**src/rtl/uart_pkg.sv**
```systemverilog
`default_nettype none
// ============================================================================
// Module      : uart_pkg
// Description : Shared UART definitions (bit count, receiver state encoding).
// Revision    : 1.0 - initial release
// ============================================================================
package uart_pkg;

    localparam int UART_DATA_BITS = 8;

    typedef enum logic [2:0] {
        IDLE   = 3'd0,
        START  = 3'd1,
        DATA   = 3'd2,
        PARITY = 3'd3,
        STOP   = 3'd4,
        BREAK  = 3'd5
    } rx_state_t;

endpackage
`default_nettype wire

```
**src/rtl/sync_2ff.sv**
```systemverilog
`default_nettype none
// ============================================================================
// Module      : sync_2ff
// Description : Two-flop synchroniser for an asynchronous input, resets to 1.
// Revision    : 1.0 - initial release
// ============================================================================
module sync_2ff (
    input  logic clk,
    input  logic rst,
    input  logic i_d,
    output logic o_q
);

    logic r_meta;
    logic r_sync;

    always_ff @(posedge clk) begin
        if (rst) begin
            r_meta <= 1'b1;
            r_sync <= 1'b1;
        end else begin
            r_meta <= i_d;
            r_sync <= r_meta;
        end
    end

    assign o_q = r_sync;

endmodule
`default_nettype wire

```
**src/rtl/uart_rx.sv**
```systemverilog
`default_nettype none
// ============================================================================
// Module      : uart_rx
// Description : 8N1 serial receiver with mid-bit sampling and start-glitch
//               rejection. Define UART_RX_PARITY_EN for 8 data + parity + stop.
// Revision    : 1.0 - initial release
// ============================================================================
module uart_rx
    import uart_pkg::*;
#(
    parameter int DIVISOR    = 40,
    parameter int PARITY_ODD = 0
) (
    input  logic       clk,
    input  logic       reset,
    input  logic       serial,
    output logic [7:0] data,
    output logic       data_strobe,
    output logic       framing_error,
    output logic       parity_error,
    output logic       busy
);

    localparam int                  c_baud_w    = $clog2(DIVISOR);
    localparam int                  c_bit_w     = $clog2(UART_DATA_BITS);
    localparam logic [c_baud_w-1:0] c_half_load = c_baud_w'(DIVISOR / 2 - 1);
    localparam logic [c_baud_w-1:0] c_full_load = c_baud_w'(DIVISOR - 1);
    localparam logic [c_bit_w-1:0]  c_last_bit  = c_bit_w'(UART_DATA_BITS - 1);

    if (DIVISOR < 4 || (DIVISOR % 2) != 0 || (PARITY_ODD != 0 && PARITY_ODD != 1)) begin : g_bad_params
        $error("uart_rx: DIVISOR must be even and >= 4, PARITY_ODD must be 0 or 1");
    end

    logic                      w_rxs;
    logic                      w_tick;
    rx_state_t                 r_state,  w_state;
    logic [c_baud_w-1:0]       r_baud,   w_baud;
    logic [c_bit_w-1:0]        r_bit,    w_bit;
    logic [UART_DATA_BITS-1:0] r_shift,  w_shift;
    logic [7:0]                r_data,   w_data;
    logic                      r_strobe, w_strobe;
    logic                      r_ferr,   w_ferr;
`ifdef UART_RX_PARITY_EN
    logic                      r_par,    w_par;
    logic                      r_perr,   w_perr;
    logic                      w_par_ok;

    assign w_par_ok = (r_par == ((^r_shift) ^ (PARITY_ODD != 0)));
`endif

    sync_2ff u_sync (
        .clk (clk),
        .rst (reset),
        .i_d (serial),
        .o_q (w_rxs)
    );

    assign w_tick = (r_baud == '0);

    always_comb begin
        w_state  = r_state;
        w_baud   = r_baud;
        w_bit    = r_bit;
        w_shift  = r_shift;
        w_data   = r_data;
        w_strobe = 1'b0;
        w_ferr   = 1'b0;
`ifdef UART_RX_PARITY_EN
        w_par    = r_par;
        w_perr   = 1'b0;
`endif
        if (r_state != IDLE && r_state != BREAK && !w_tick) begin
            w_baud = r_baud - c_baud_w'(1);
        end

        case (r_state)
            IDLE: begin
                if (!w_rxs) begin
                    w_state = START;
                    w_baud  = c_half_load;
                end
            end
            START: begin
                // A start bit that is already high again at mid-bit was a glitch.
                if (w_tick) begin
                    if (!w_rxs) begin
                        w_state = DATA;
                        w_bit   = '0;
                        w_baud  = c_full_load;
                    end else begin
                        w_state = IDLE;
                    end
                end
            end
            DATA: begin
                if (w_tick) begin
                    w_shift = {w_rxs, r_shift[UART_DATA_BITS-1:1]};
                    w_baud  = c_full_load;
                    w_bit   = r_bit + c_bit_w'(1);
                    if (r_bit == c_last_bit) begin
`ifdef UART_RX_PARITY_EN
                        w_state = PARITY;
`else
                        w_state = STOP;
`endif
                    end
                end
            end
            PARITY: begin
`ifdef UART_RX_PARITY_EN
                if (w_tick) begin
                    w_par   = w_rxs;
                    w_baud  = c_full_load;
                    w_state = STOP;
                end
`else
                w_state = IDLE;
`endif
            end
            STOP: begin
                // Leaving at mid-stop lets a directly following start bit be caught.
                if (w_tick) begin
                    if (w_rxs) begin
                        w_state = IDLE;
`ifdef UART_RX_PARITY_EN
                        if (w_par_ok) begin
                            w_data   = r_shift;
                            w_strobe = 1'b1;
                        end else begin
                            w_perr   = 1'b1;
                        end
`else
                        w_data   = r_shift;
                        w_strobe = 1'b1;
`endif
                    end else begin
                        w_ferr  = 1'b1;
                        w_state = BREAK;
                    end
                end
            end
            BREAK: begin
                if (w_rxs) begin
                    w_state = IDLE;
                end
            end
            default: w_state = IDLE;
        endcase
    end

    always_ff @(posedge clk) begin
        if (reset) begin
            r_state  <= IDLE;
            r_baud   <= '0;
            r_bit    <= '0;
            r_shift  <= '0;
            r_data   <= '0;
            r_strobe <= 1'b0;
            r_ferr   <= 1'b0;
`ifdef UART_RX_PARITY_EN
            r_par    <= 1'b0;
            r_perr   <= 1'b0;
`endif
        end else begin
            r_state  <= w_state;
            r_baud   <= w_baud;
            r_bit    <= w_bit;
            r_shift  <= w_shift;
            r_data   <= w_data;
            r_strobe <= w_strobe;
            r_ferr   <= w_ferr;
`ifdef UART_RX_PARITY_EN
            r_par    <= w_par;
            r_perr   <= w_perr;
`endif
        end
    end

    assign data          = r_data;
    assign data_strobe   = r_strobe;
    assign framing_error = r_ferr;
    assign busy          = (r_state != IDLE);
`ifdef UART_RX_PARITY_EN
    assign parity_error  = r_perr;
`else
    assign parity_error  = 1'b0;
`endif

endmodule
`default_nettype wire

```
**config.mk**
```make
export PLATFORM = sky130hd
export DESIGN_NAME = uart_rx
export DESIGN_NICKNAME = d
export VERILOG_FILES = /design/src/rtl/uart_pkg.sv /design/src/rtl/sync_2ff.sv /design/src/rtl/uart_rx.sv
export SDC_FILE = /design/constraint.sdc
export NUM_CORES = 1
export LEC_CHECK = 0
export ABC_CLOCK_PERIOD_IN_PS = 2950
export CORE_MARGIN = 5
export CORE_UTILIZATION = 45
export DETAILED_ROUTE_END_ITERATION = 7
export PLACE_DENSITY = 0.66
export SLEW_MARGIN = 20
export SYNTH_ARGS = -nofsm -noshare
export SYNTH_HDL_FRONTEND = slang
export SYNTH_SLANG_ARGS = --single-unit
```
**constraint.sdc**
```tcl
create_clock -name clk -period 2.95 [get_ports clk]
set_input_delay 0.295 -clock clk [delete_from_list [all_inputs] [get_ports clk]]
set_output_delay 0.295 -clock clk [all_outputs]
set_load 0.03 [all_outputs]
```
==> impl_metrics.toml <==
[min_path]
hold_depth = 1
hold_path.class = "register to register"
min_to = "u_sync.o_q$_SDFF_PP1_"
timing.hold.worst.start = "u_sync.r_meta$_SDFF_PP1_"

[sta]
hold-worst-slack_ns = 0.416
setup_viol = 0
min_period_ns = 2.11
max_freq_ghz = 0.474
fin_crit_sh = 0.715
hold_violations = 0
tightest_slew_ns = 0.619
maxSlewViolCount = 0
finClkSkew_ns = 0.00547
fin_tns_setup_ns = 0
slew_headroom = 0.586
grt_setup_unrepaired = "no"

[final_layout]
n_antenna_cell = 0
stdcell_area_um2 = 1640
final_cells = 215
layout.area.seq_um2 = 641
multi_input_area_um2 = 694
fillerInstances = 294
final_util = 0.541
layout-drive-gt1-share = 0.0994
final_nets = 176
syn2layout_area_growth_pct = 16.7

[placed_design]
hpwlAfterDp_mm = 1.93
postPlaceCellArea_um2 = 1560
io_buffers = 13
dp.cells = 207
place.gp.congestion = 0.762

[clock_network]
h-tree-depth = 2
clk_latency_ns = 0.33
hold_buffers = 0
clk_pin_slew_ns = 0.10
cts_tree = "built"
cts_sinks = 32
ctsResizeCount = 0
postCtsSetupBuffers = 0
clock_path_buffers = 2
numCtsBuffers = 5
cts-root-buf = "clkbuf_4"

[worst_setup_path]
cp.arrival_ns = 1.81
r2r_cells = 7
crit_chain = "or3_1, clkdlybuf4s50_1"
worst-path-max-fanout = 15
r2r-end = "data[7]$_SDFFE_PP0P_"
end_kind = "primary output"
cpMaxStageDelayCell = "clkdlybuf4s50_1"
critPathMaxStageDelay_ns = 0.60
cp.required_ns = 2.65
r2r-start = "r_baud[0]$_SDFF_PP0_"
reg2reg_slack_ns = 0.91
worstSetupPathType = "register to primary output"
worstSetupStartpoint = "r_state[2]$_SDFFE_PP0P_"
worstSetupStartpointType = "register"

[power]
p_per_area_nw_per_um2 = 537
p_leak_uw = 0.000647
vdd_ir_drop_max_v = 0.000235

[floorplanning]
die_x_um = 65.9
fp.dieArea_um2 = 4340
ios = 15
num_rows = 20
fp.dieH_um = 65.9
coreArea_um2 = 3030
start_util = 0.464

[synthesis]
ys.flop_type = "dfxtp_1"
async_reset_ff_frac = 0
yosys-top-cells-count = "dfxtp_1 (32), nand2_1 (19), nor2_1 (16), a21oi_1 (10), mux2i_1 (9)"
synth.distinct_cells = 41
synthXorXnorAreaFrac = 0.0178
synth-edff-count = 0
synth_most_common_cell = "dfxtp_1"
syn-num-nets = 165
synth-seq-cells = 32
yosys_warnings = 0
synth_top_area_frac = 0.456
synth_compound_area_frac = 0.154
synthSimpleGateAreaFrac = 0.221
seq_area_frac_synth = 0.456
synth_fa_ha_area_frac = 0.0267
yosysTopAreaCell = "dfxtp_1"
syn_area_per_cell_um2 = 8.83
netlist_instances = 159
synth_area_leaders = "dfxtp_1 (46%), mux2i_1 (6.4%), nand2_1 (5.1%)"
synth_mux_area_frac = 0.0722
synth_top_family_by_area = "simple AND/OR/NAND/NOR gates"
netlist_area_um2 = 1400

[route]
drt_iter0_drc = 77
wl_mm = 2.72
wl_per_cell_um = 12.6
vias = 1155
ant_nets = 0
dr.pass1.iters = 4
viasPerCell = 5.37
drc = 0

[flow_run]
maxCapViolations = 0

[global_routing]
grt_pass1_vias = 1106
grt_max_degree = 35
grt_pass1_wl_mm = 4.80
track_usage = 0.145
antenna_found_initial = 0
overflow = 0

[run_status]
status = "finished, final reports clean"
metrics by stage:
stage	worst slack, ns	total power, uW
after floorplan	1.16	542
after global placement	1.00	559
after detailed placement	0.933	563
after CTS	0.817	887
after global routing	0.746	924
final	0.840	879
sequential cells by signal, indices dropped and copies added, names as in the netlist, 3 cells and up:
register and cells:
data 8, r_baud 6, r_bit 3, r_shift 8
r_state 3
how the worst max path moves through the flow:
stage                            to  slack [ns]  cells after the start
6_report                       busy        0.84                      2
5_1_grt        data[3]$_SDFFE_PP0P_        0.75                      7
4_1_cts                        busy        0.82                      2
3_5_place_dp   data[7]$_SDFFE_PP0P_        0.93                      7
3_3_place_gp   data[4]$_SDFFE_PP0P_        1.00                      7
2_1_floorplan  r_baud[3]$_SDFF_PP0_        1.16                      7
placed cells by master, fill, tap and decap left out, types with 2 or more instances in the layout:
cell type and count:
dfxtp_1 32, nand2_1 19, nor2_1 16, clkdlybuf4s50_1 13
a21oi_1 10, mux2i_1 9, nand3_1 5, clkbuf_4 5
inv_1 4, o21ai_0 4, nor3_1 3, nor2b_1 3
o211ai_1 3, or2_2 3, ha_1 3, buf_4 3
or3_1 2, nor3b_1 2, a22oi_1 2, nand2b_1 2
a211oi_1 2, o211a_1 2, a31oi_1 2, or4_1 2
cells by family after synthesis:
family | count (synthesis)
buffers and inverters | 16
xor gates and xnor gates | 2
adders and majority gates | 3
other | 1
and+or+nand+nor | 63
AOI/OAI and AO/OA | 32
muxes | 10
DFF | 32
report_power, final:
| part | switching (uW) | leakage (uW) | internal [uW] |
|---|---|---|---|
| combinational | 63.2 | 0.000347 | 38.9 |
| clock | 150 | 0.0000412 | 177 |
| sequential | 8.68 | 0.000259 | 442 |
critical path, delay by kind of cell (launching register included):
family | cells | cell delay [ns]
buf+inv | 1 | 0.60
flops | 1 | 0.47
simple gates | 1 | 0.42
layer usage:
metal	part of all wire	GRT usage	up-vias	wire, um
met3	0.045	0.0408	7	122
li1	-	-	577	-
met1	0.43	0.162	545	1180
met4	0.017	0.0648	0	47
met2	0.50	0.252	26	1370
met5	0	0	-	0
area by class of cell:
class | count | share of cell area
Clock buffer | 5 | 0.0229
Clock inverter | 3 | 0.0260
Inverter | 4 | 0.00917
Sequential cell | 32 | 0.391
Tap cell | 44 | 0.0336
Multi-Input combinational cell | 111 | 0.424
Timing Repair Buffer | 16 | 0.0932
(Power assumes the default switching activity.)
